### config.mk
export PLATFORM = sky130hd
export DESIGN_NAME = butterfly_sched
export DESIGN_NICKNAME = d
export VERILOG_FILES = /design/src/rtl/butterfly_pkg.sv /design/src/rtl/butterfly_fifo.sv /design/src/rtl/butterfly_sched.sv
export SDC_FILE = /design/constraint.sdc
export NUM_CORES = 1
export LEC_CHECK = 0
export BUFFER_PORTS_ARGS = -buffer_cell sky130_fd_sc_hd__clkbuf_2
export CELL_PAD_IN_SITES_DETAIL_PLACEMENT = 2
export CELL_PAD_IN_SITES_GLOBAL_PLACEMENT = 2
export CORE_UTILIZATION = 47
export CTS_CLUSTER_SIZE = 10
export DETAILED_ROUTE_END_ITERATION = 12
export HOLD_SLACK_MARGIN = 0.08
export PLACE_DENSITY_LB_ADDON = 0.1
export SYNTH_ARGS = -nofsm -noshare
export SYNTH_HDL_FRONTEND = slang
export SYNTH_HIERARCHICAL = 1
export SYNTH_SLANG_ARGS = --single-unit
### constraint.sdc
create_clock -name clk -period 7.4 [get_ports clk]
set_clock_uncertainty 0.15 [all_clocks]
set_input_delay 0.74 -clock clk [delete_from_list [all_inputs] [get_ports clk]]
set_output_delay 0.74 -clock clk [all_outputs]
set_load 0.01 [all_outputs]
### src/rtl/butterfly_pkg.sv
// Shared constants and sample type for the CORDIC butterfly pipeline (shift 5..8)
// and its issue/result controller.
package butterfly_pkg;
    localparam int WIDTH      = 22;
    localparam int NUM_STAGES = 4;
    localparam int SHIFT_BASE = 5;

    typedef struct packed {
        logic [WIDTH-1:0] x;
        logic [WIDTH-1:0] y;
    } sample_t;
endpackage

### src/rtl/butterfly_fifo.sv
// Synchronous result FIFO; full/empty derived from an entry count so the
// power-of-two pointers may simply wrap.
module butterfly_fifo #(
    parameter int DW    = 44,
    parameter int DEPTH = 8
) (
    input  logic          clk,
    input  logic          rst_n,
    input  logic          push_i,
    input  logic          pop_i,
    input  logic [DW-1:0] wdata_i,
    output logic [DW-1:0] rdata_o,
    output logic          empty_o
);
    localparam int AW = $clog2(DEPTH);

    logic [DW-1:0] mem_q [DEPTH];
    logic [AW-1:0] wr_ptr_q, rd_ptr_q;
    logic [AW:0]   count_q, count_d;
    logic          full;

    assign full    = (count_q == (AW+1)'(DEPTH));
    assign empty_o = (count_q == '0);
    assign rdata_o = mem_q[rd_ptr_q];

    always_comb begin
        count_d = count_q;
        case ({push_i, pop_i})
            2'b10:   count_d = count_q + 1'b1;
            2'b01:   count_d = count_q - 1'b1;
            default: count_d = count_q;
        endcase
    end

    always_ff @(posedge clk) begin
        if (!rst_n) begin
            wr_ptr_q <= '0;
            rd_ptr_q <= '0;
            count_q  <= '0;
        end else begin
            if (push_i) wr_ptr_q <= wr_ptr_q + 1'b1;
            if (pop_i)  rd_ptr_q <= rd_ptr_q + 1'b1;
            count_q <= count_d;
        end
    end

    // Storage carries no reset; contents are meaningless until written.
    always_ff @(posedge clk) begin
        if (push_i) mem_q[wr_ptr_q] <= wdata_i;
    end

    // Credit-based admission upstream must make this unreachable.
    a_no_overflow: assert property (@(posedge clk) disable iff (!rst_n) !(push_i && full));
endmodule

### src/rtl/butterfly_sched.sv
// Issue controller for the 4-stage CORDIC butterfly pipeline: launches samples,
// aligns per-stage direction bits, and buffers results behind credit-based admission.
module butterfly_sched #(
    parameter int WIDTH      = butterfly_pkg::WIDTH,
    parameter int FIFO_DEPTH = 8
) (
    input  logic             clk,
    input  logic             rst_n,
    input  logic             in_valid,
    output logic             in_ready,
    input  logic [WIDTH-1:0] in_x,
    input  logic [WIDTH-1:0] in_y,
    input  logic [3:0]       in_b,
    output logic [WIDTH-1:0] pipe_x,
    output logic [WIDTH-1:0] pipe_y,
    output logic [3:0]       pipe_b,
    input  logic [WIDTH-1:0] pipe_xr,
    input  logic [WIDTH-1:0] pipe_yr,
    output logic             out_valid,
    input  logic             out_ready,
    output logic [WIDTH-1:0] out_x,
    output logic [WIDTH-1:0] out_y,
    output logic             busy
);
    import butterfly_pkg::*;

    localparam int CW = $clog2(FIFO_DEPTH) + 1;

    // Handshakes: a transfer occurs on a rising edge where valid && ready;
    // ready depends only on registered state, valid may not wait on ready.
    logic                accept, pop, capture;
    logic [NUM_STAGES:0] v_q;
    logic [CW-1:0]       occ_q, occ_d;
    logic [WIDTH-1:0]    x_q, y_q;
    logic [3:0]          b_q;
    logic                d2_q;
    logic [1:0]          d1_q;
    logic [2:0]          d0_q;
    logic                fifo_empty;
    logic [2*WIDTH-1:0]  fifo_rdata;

    assign in_ready  = (occ_q < CW'(FIFO_DEPTH)) && rst_n;
    assign accept    = in_valid && in_ready;
    assign out_valid = !fifo_empty;
    assign pop       = out_valid && out_ready;
    assign capture   = v_q[NUM_STAGES];
    assign busy      = (occ_q != '0);

    assign pipe_x = x_q;
    assign pipe_y = y_q;
    assign pipe_b = {b_q[3], d2_q, d1_q[1], d0_q[2]};
    assign out_x  = fifo_rdata[2*WIDTH-1:WIDTH];
    assign out_y  = fifo_rdata[WIDTH-1:0];

    // Occupancy counts in-flight plus buffered samples, reserving a FIFO slot at accept.
    always_comb begin
        occ_d = occ_q;
        case ({accept, pop})
            2'b10:   occ_d = occ_q + 1'b1;
            2'b01:   occ_d = occ_q - 1'b1;
            default: occ_d = occ_q;
        endcase
    end

    always_ff @(posedge clk) begin
        if (!rst_n) begin
            v_q   <= '0;
            occ_q <= '0;
            x_q   <= '0;
            y_q   <= '0;
            b_q   <= '0;
            d2_q  <= 1'b0;
            d1_q  <= '0;
            d0_q  <= '0;
        end else begin
            v_q   <= {v_q[NUM_STAGES-1:0], accept};
            occ_q <= occ_d;
            if (accept) begin
                x_q <= in_x;
                y_q <= in_y;
                b_q <= in_b;
            end
            // Delay taps shift every cycle; bubble slots carry unused bits.
            d2_q <= b_q[2];
            d1_q <= {d1_q[0], b_q[1]};
            d0_q <= {d0_q[1:0], b_q[0]};
        end
    end

    butterfly_fifo #(
        .DW    (2*WIDTH),
        .DEPTH (FIFO_DEPTH)
    ) u_fifo (
        .clk     (clk),
        .rst_n   (rst_n),
        .push_i  (capture),
        .pop_i   (pop),
        .wdata_i ({pipe_xr, pipe_yr}),
        .rdata_o (fifo_rdata),
        .empty_o (fifo_empty)
    );
endmodule

==> results of run 1 <==
[synth_stat cells, drive strengths merged]
master / count / area share
mux4: 88 / 0.12
nor4bb: 1 / 0.00062
nand2b: 4 / 0.0015
nor2b: 7 / 0.0032
o41ai: 1 / 0.00054
nor3: 3 / 0.00093
edfxtp: 352 / 0.65
inv: 4 / 0.00093
a21boi: 2 / 0.00093
xor2: 6 / 0.0033
or3: 2 / 0.00077
a21oi: 2 / 0.00062
nand3: 45 / 0.014
nor2: 6 / 0.0014
xnor2: 4 / 0.0022
o31ai: 1 / 0.00046
ha: 8 / 0.0062
clkbuf: 22 / 0.0051
and2: 18 / 0.0070
buf: 26 / 0.013
dfxtp: 76 / 0.094
nor4: 1 / 0.00039
nand2: 98 / 0.023
mux2i: 6 / 0.0037
or4: 1 / 0.00046
nor4b: 2 / 0.0011
mux2: 48 / 0.037
o21ai: 4 / 0.0012
a41oi: 1 / 0.00054
[cell families after synthesis]
group,Yosys count,share of synthesized area
flip-flops,428,0.748
AND/OR/NAND/NOR,188,0.0540
multiplexers,142,0.163
buffers and inverters,52,0.0187
AO/OA/AOI/OAI,11,0.00434
XOR/XNOR,10,0.00542
adder cells (fa/ha/maj),8,0.00619
[through the flow]
step                    setup slack, ns  hold slack [ns]  instances  instance area [µm²]
after global placement             2.88            0.266       1442                17500
after floorplan                    3.20            0.262        839                16200
==> flow_summary_export.csv, run 1 <==
group,metric,value,unit
synthesis,synth_nets,943,
die,row_count,67,
status,status,"stopped before the end",
synthesis,synth_area,16200,µm²
die,dieHeight,187,µm
synthesis,synthCells,839,
die,die_w,187,µm
synthesis,netlist-cell-type-count,36,
place,port_buffers,190,
die,initial_core_util,0.480,
die,ios,191,
synthesis,synth-seq-cells,428,
synthesis,ys_seq_area_frac,0.748,
synthesis,yosysWarnings,6,
place,place_congestion,0.695,
status,failing_step,"detailed placement",
place,dp_hpwl,24300,µm
status,first-error,"[ERROR DPL-0033] detailed placement checks failed during check placement.",
synthesis,avgSynthCellArea,19.3,µm²
==> run 2: changes to the inputs <==
CELL_PAD_IN_SITES_DETAIL_PLACEMENT = unset   (was 2)
CELL_PAD_IN_SITES_GLOBAL_PLACEMENT = unset   (was 2)
CORE_UTILIZATION = 35   (was 47)
CTS_CLUSTER_SIZE = unset   (was 10)
HOLD_SLACK_MARGIN = unset   (was 0.08)
PLACE_DENSITY_LB_ADDON = 0.15   (was 0.1)
==> flow_summary_export.csv, run 2 <==
group,metric,value,unit
cells_and_area,diodes,0,
die,initial_core_util,0.355,
detailed_routing,wire_per_inst,20.6,µm
clock_network,cts_tree,"yes",
place,port_buffers,190,
global_route,grt_overflow,0,
synthesis,avgSynthCellArea,19.3,µm²
synthesis,yosysWarnings,6,
synthesis,ys_top_cells_by_area,"edfxtp_1, mux4_2, dfxtp_1",
global_route,met1_usage,0.205,
synthesis,yosys.cell_count.top_type,"edfxtp_1",
synthesis,synth_top_area_frac,0.654,
die,ios,191,
synthesis,yosys-top-cells-count,"edfxtp_1, nand2_1, mux4_2",
detailed_routing,drt-total-wl,34600,µm
synthesis,synth_nets,943,
clock_network,cts.path.max_buffers,3,
die,fp.dieArea,47000,µm²
synthesis,synthCells,839,
synthesis,synth_area,16200,µm²
detailed_routing,route.detailed.drc,0,
global_route,track_usage,0.151,
critical_path,required,6.51,ns
sta,relSlewSlack,0.324,
cells_and_area,fin_nets,1150,
min_path,worstHoldPathCells,3,
min_path,whs_endpoint,"pipe_x[20]",
global_route,grtUsageMet3,0.0363,
synthesis,yosys.area.top_type,"edfxtp_1",
sta,setup_viol,0,
global_route,antenna_found_initial,1,
cells_and_area,largest_reg_flops,352,
cells_and_area,largest_register,"u_fifo/mem_q",
critical_path,cp_data_arrival_time,3.10,ns
critical_path,reg2reg_depth,11,
status,status,"completed",
place,place_congestion,0.755,
min_path,min_path_type,"in2reg",
clock_network,cts-resized-gates,0,
detailed_routing,dr.pass1.iters,4,
sta,min_period_over_period,0.539,
clock_network,hold_buffers,0,
die,die_w,217,µm
sta,final_hold_viol_count,0,
detailed_routing,ant_nets,0,
cells_and_area,drive_gt1_frac,0.386,
sta,setup_tns,0,ns
power_and_ir_drop,p_per_area,265,nW/µm²
global_route,busiest_layer,"met2",
detailed_routing,viasPerCell,4.84,
critical_path,rr_endpoint,"occ_q[2]",
power_and_ir_drop,vdd_ir_drop_max,0.145,mV
synthesis,synth_edf_count,352,
cells_and_area,final_common_cell,"edfxtp_1",
critical_path,worstSetupPathType,"reg2out",
power_and_ir_drop,total_power,0.00512,W
die,core_region_area,45500,µm²
synthesis,synth-seq-cells,428,
cells_and_area,final_cell_mix,"edfxtp_1, clkbuf_2, nand2_1",
synthesis,ys.flop_type,"edfxtp_1",
critical_path,cp_max_fo,48,
clock_network,clock-sinks,428,
global_route,grt_max_degree,73,
critical_path,cp-start-kind,"register",
critical_path,r2r-start,"occ_q[3]",
synthesis,netlist-cell-type-count,36,
cells_and_area,area_growth,19.3,%
sta,layout_min_cycle_time,3.99,ns
flow_run,maxCapViolCount,0,
detailed_routing,drt_iter0_markers,541,
clock_network,clockRootBuffer,"clkbuf_16",
clock_network,clk_pin_slew,0.06,ns
sta,worst_pin_slew,1.01,ns
clock_network,clk_latency,0.56,ns
die,dieHeight,217,µm
sta,rsz0062_at_grt,"no",
place,dpl_worst_slack,2.95,ns
global_route,grt_pass1_vias,8545,
global_route,grt_pass1_wl,52900,µm
sta,fmax,251,MHz
sta,slew_violations,0,
critical_path,crit_path_end_kind,"primary output",
synthesis,synthArstFlopShare,0,
detailed_routing,vias,8139,
clock_network,numCtsBuffers,47,
clock_network,htree_levels,2,
die,row_count,78,
clock_network,post_cts.repair.setup_buffers,0,
power_and_ir_drop,cellLeakagePower,6.74,nW
global_route,grt_util_met2,0.238,
min_path,hold_start,"in_x[20]",
critical_path,rrSetupSlack,4.22,ns
place,dp_hpwl,19000,µm
synthesis,ys_seq_area_frac,0.748,
sta,fin_ws,3.41,ns
run 2: cell counts after synthesis:
No cell type changed its count.
run 2: stage by stage:
| stage | area [µm²] | std cells | utilization | hold WS (ns) |
|---|---|---|---|---|
| 2_1_floorplan | 16200 | 839 | - | 0.262 |
| 3_3_place_gp | 17800 | 1597 | 0.391 | 0.266 |
| 3_5_place_dp | 17800 | 1597 | 0.391 | 0.268 |
| 4_1_cts | 19300 | 1681 | 0.424 | 0.173 |
| 5_1_grt | 19300 | 1681 | 0.424 | 0.196 |
| 6_report | 19300 | 1681 | 0.424 | 0.210 |
run 2: kinds of logic (layout without fill, tap and decap cells):
family / count (synthesis) / count (layout) / share of synthesized area
xor gates and xnor gates: 10 / 10 / 0.00542
muxes: 142 / 142 / 0.163
buffers and inverters: 52 / 294 / 0.0187
DFF: 428 / 428 / 0.748
and+or+nand+nor: 188 / 188 / 0.0540
adders and majority gates: 8 / 8 / 0.00619
AOI/OAI and AO/OA: 11 / 11 / 0.00434
run 2: how the worst max path moves through the flow:
stage                         from            endpoint  slack (ns)  cells after the start
final                     register           out_y[14]        3.41                      4
after global routing      register           out_x[21]        3.14                      4
after CTS                 register           out_y[19]        3.27                      4
after detailed placement     rst_n            occ_q[2]        2.95                     13
after global placement       rst_n            occ_q[2]        3.00                     13
after floorplan             v_q[4]  u_fifo/mem_q[0][0]        3.20                      2
run 2: layout make-up:
| cell class | count | area, µm² |
|---|---|---|
| Inverter | 4 | 15.0 |
| Multi-Input combinational cell | 359 | 3820 |
| Clock inverter | 22 | 236 |
| Timing Repair Buffer | 206 | 1070 |
| Fill cell | 4093 | 26200 |
| Sequential cell | 428 | 12100 |
| Tap cell | 600 | 751 |
| Clock buffer | 62 | 1280 |
run 2: metal layers:
layer  wire, µm  part of all wire
met5         17           0.00049
met4        714             0.021
met3       2050             0.059
met2      16200              0.47
met1      15600              0.45
run 2: worst max-delay path, cell delays in order (launching register included):
cell and delay [ns]:
dfxtp_4 0.60, buf_4 0.85, mux4_2 0.60, mux2_2 0.28, clkbuf_2 0.15
run 2: power by group:
part	leakage (nW)	internal, W	switching, W
sequential	3.79	0.00263	0.0000157
combinational	2.22	0.0000763	0.0000974
clock	0.736	0.00139	0.000906
(Power assumes the default switching activity.)
==> run 3: changes to the inputs <==
ABC_AREA = 1   (was unset)
clock period = 3.99 ns   (was 7.4 ns; I/O delays follow)
==> flow_summary_export.csv, run 3 <==
group,metric,value,unit
power_and_ir_drop,pwr-share-comb,0.257,
cells_and_area,finish.utilization,0.440,
synthesis,yosys.area.top_type,"edfxtp_1",
synthesis,synth-seq-cells,428,
detailed_routing,drt-total-wl,38900,µm
clock_network,post_cts.repair.setup_buffers,0,
global_route,antenna_found_initial,2,
clock_network,cts-resized-gates,0,
detailed_routing,viasPerCell,4.79,
clock_network,htree_levels,2,
sta,rsz0062_at_grt,"no",
global_route,grt_util_met2,0.273,
synthesis,synthArstFlopShare,0,
global_route,grt_max_degree,177,
sta,setup_viol,0,
synthesis,synth_area,16600,µm²
critical_path,cp_slowest_stage_delay,0.66,ns
cells_and_area,drive_gt1_frac,0.182,
global_route,grt_overflow,0,
place,place_area,18100,µm²
die,core_region_area,46800,µm²
die,die_w,220,µm
cells_and_area,instances_no_fill,2278,
power_and_ir_drop,p_per_area,609,nW/µm²
detailed_routing,wire_per_inst,17.1,µm
cells_and_area,final_cell_mix,"edfxtp_1, nand2_1, clkbuf_2",
synthesis,ys.flop_type,"edfxtp_1",
cells_and_area,final_area,20600,µm²
synthesis,avgSynthCellArea,12.2,µm²
cells_and_area,largest_register,"u_fifo/mem_q",
cells_and_area,area_growth,23.6,%
status,failed_checks,"DRC",
power_and_ir_drop,vdd_ir_drop_max,0.584,mV
clock_network,clk_pin_slew,0.05,ns
global_route,busiest_layer,"met2",
power_and_ir_drop,cellLeakagePower,7.75,nW
global_route,met1_usage,0.211,
global_route,track_usage,0.164,
critical_path,cp_data_arrival_time,2.46,ns
critical_path,critical_path.slowest_cell,"buf_12",
synthesis,ys_top_cells_by_area,"edfxtp_1, dfxtp_1, nand2_1",
die,row_count,79,
synthesis,synth_nets,1465,
synthesis,yosys-top-cells-count,"edfxtp_1, nand2_1, nor2_1",
clock_network,numCtsBuffers,48,
detailed_routing,ant_nets,0,
power_and_ir_drop,p_clk_frac,0.335,
clock_network,cts.path.max_buffers,3,
clock_network,clk_latency,0.56,ns
synthesis,synth_top_area_frac,0.635,
detailed_routing,drt_iter0_markers,763,
power_and_ir_drop,pwr-share-seq,0.408,
synthesis,yosysWarnings,6,
clock_network,cts_tree,"yes",
status,status,"finished with violations",
synthesis,synthCells,1361,
clock_network,clock-sinks,428,
sta,setup_tns,0,ns
synthesis,yosys.cell_count.top_type,"edfxtp_1",
place,dp_hpwl,20400,µm
power_and_ir_drop,internal_power,0.00865,W
global_route,grtUsageMet3,0.0380,
sta,relSlewSlack,0.356,
die,ios,191,
cells_and_area,fin_nets,1736,
detailed_routing,dr.pass1.iters,9,
sta,slew_violations,0,
detailed_routing,route.detailed.drc,7,
sta,layout_min_cycle_time,3.01,ns
power_and_ir_drop,power_switching_share,0.309,
global_route,grt_pass1_vias,10700,
detailed_routing,vias,10900,
sta,min_period_over_period,0.755,
clock_network,clockRootBuffer,"clkbuf_16",
sta,fmax,332,MHz
die,dieHeight,220,µm
critical_path,crit_path_end_kind,"primary output",
die,initial_core_util,0.356,
sta,final_hold_viol_count,0,
synthesis,ys_seq_area_frac,0.727,
place,port_buffers,190,
critical_path,path_buf_inv,2,
power_and_ir_drop,switchingPower,0.00386,W
synthesis,synth_edf_count,352,
place,place_congestion,0.719,
place,dp_cells,2096,
cells_and_area,final_common_cell,"edfxtp_1",
min_path,min_path_type,"in2reg",
synthesis,netlist-cell-type-count,27,
cells_and_area,largest_reg_flops,352,
die,fp.dieArea,48400,µm²
critical_path,path_delay_family,"buffers and inverters",
flow_run,maxCapViolCount,0,
global_route,grt_pass1_wl,60800,µm
critical_path,required,3.44,ns
critical_path,crit_chain,"buf_12 > nor2_1 > nor2_1 > o21ai_0 > o21ai_1 > nand2_1 > nand2_1 > clkbuf_2",
critical_path,cp_max_fo,176,
critical_path,cp-start-kind,"register",
sta,worst_pin_slew,0.964,ns
critical_path,worstSetupPathType,"reg2out",
[run 3: cell types whose count changed in the layout (fill, tap and decap cells not counted), moves of 38 or more]
| cell | delta |
|---|---|
| o22ai_1 | +44 |
| mux4_2 | -88 |
| nand2_1 | +160 |
| o21ai_0 | +152 |
| mux2i_1 | +38 |
| dlygate4sd3_1 | +93 |
| nor2_1 | +189 |
[run 3: through the flow]
step | total power [W] | hold slack [ns] | setup WS (ns)
after floorplan | 0.00749 | 0.250 | 0.803
after global placement | 0.00839 | 0.253 | 1.59
after detailed placement | 0.00841 | 0.258 | 1.55
after CTS | 0.0127 | 0.228 | 0.931
after global routing | 0.0133 | 0.284 | 0.778
final | 0.0125 | 0.233 | 0.978
[run 3: worst register-to-register path, stage by stage (launching register included)]
cell and delay [ns]:
dfxtp_1 0.40, nor4_1 0.09, nor2_1 0.48, ha_1 0.34, nand2_1 0.07, inv_1 0.07, nor2_1 0.06, ha_1 0.18
a21oi_1 0.17, xnor2_1 0.09, o21ai_0 0.15, inv_1 0.05
[run 3: path summary, 6_finish.rpt]
kind | from | endpoint | slack [ns] | depth (start not counted)
min | out_ready | u_fifo/rd_ptr_q[1] | 0.23 | 4
max | register | out_x[21] | 0.98 | 8
max reg2reg | u_fifo/count_q[0] | u_fifo/count_q[2] | 1.58 | 11
min reg2reg | v_q[0] | v_q[1] | 0.27 | 2
[run 3: cell type report]
| cell class | count | area (µm²) |
|---|---|---|
| clock inverters | 17 | 130 |
| repair buffers | 302 | 2120 |
| multi-input cells | 814 | 3930 |
| inverters | 38 | 145 |
| flip-flops and latches | 428 | 12100 |
| diodes | 2 | 5.00 |
| well taps | 607 | 759 |
| fillers | 4322 | 26200 |
| clock buffers | 70 | 1380 |
[run 3: power groups by stage]
stage / Clock, W / Combinational, W / Sequential (W)
final: 0.00419 / 0.00322 / 0.00511
after global routing: 0.00451 / 0.00367 / 0.00512
after CTS: 0.00433 / 0.00330 / 0.00511
after detailed placement: 0 / 0.00322 / 0.00520
after global placement: 0 / 0.00319 / 0.00519
after floorplan: 0 / 0.00231 / 0.00519
[run 3: what timing repair did]
item	4_1_cts	5_1_grt
endpoints found under the setup margin	0	0
endpoints found under the hold margin	401	0
hold buffers	93	0
[run 3: cells by family after synthesis]
group / count (synthesis) / share of synthesized area
multiplexers: 44 / 0.0265
XOR/XNOR: 6 / 0.00316
flip-flops: 428 / 0.727
buffers and inverters: 119 / 0.0405
adder cells (fa/ha/maj): 8 / 0.00602
AO/OA/AOI/OAI: 245 / 0.0770
AND/OR/NAND/NOR: 511 / 0.120
[run 3: metal layers]
layer  up-vias  routed length [µm]  share of wire
met5         -                   0              0
met4         0                 692          0.018
met3        48                2410          0.062
met2       254               18800           0.48
met1      5284               17000           0.44
li1       5335                   -              -
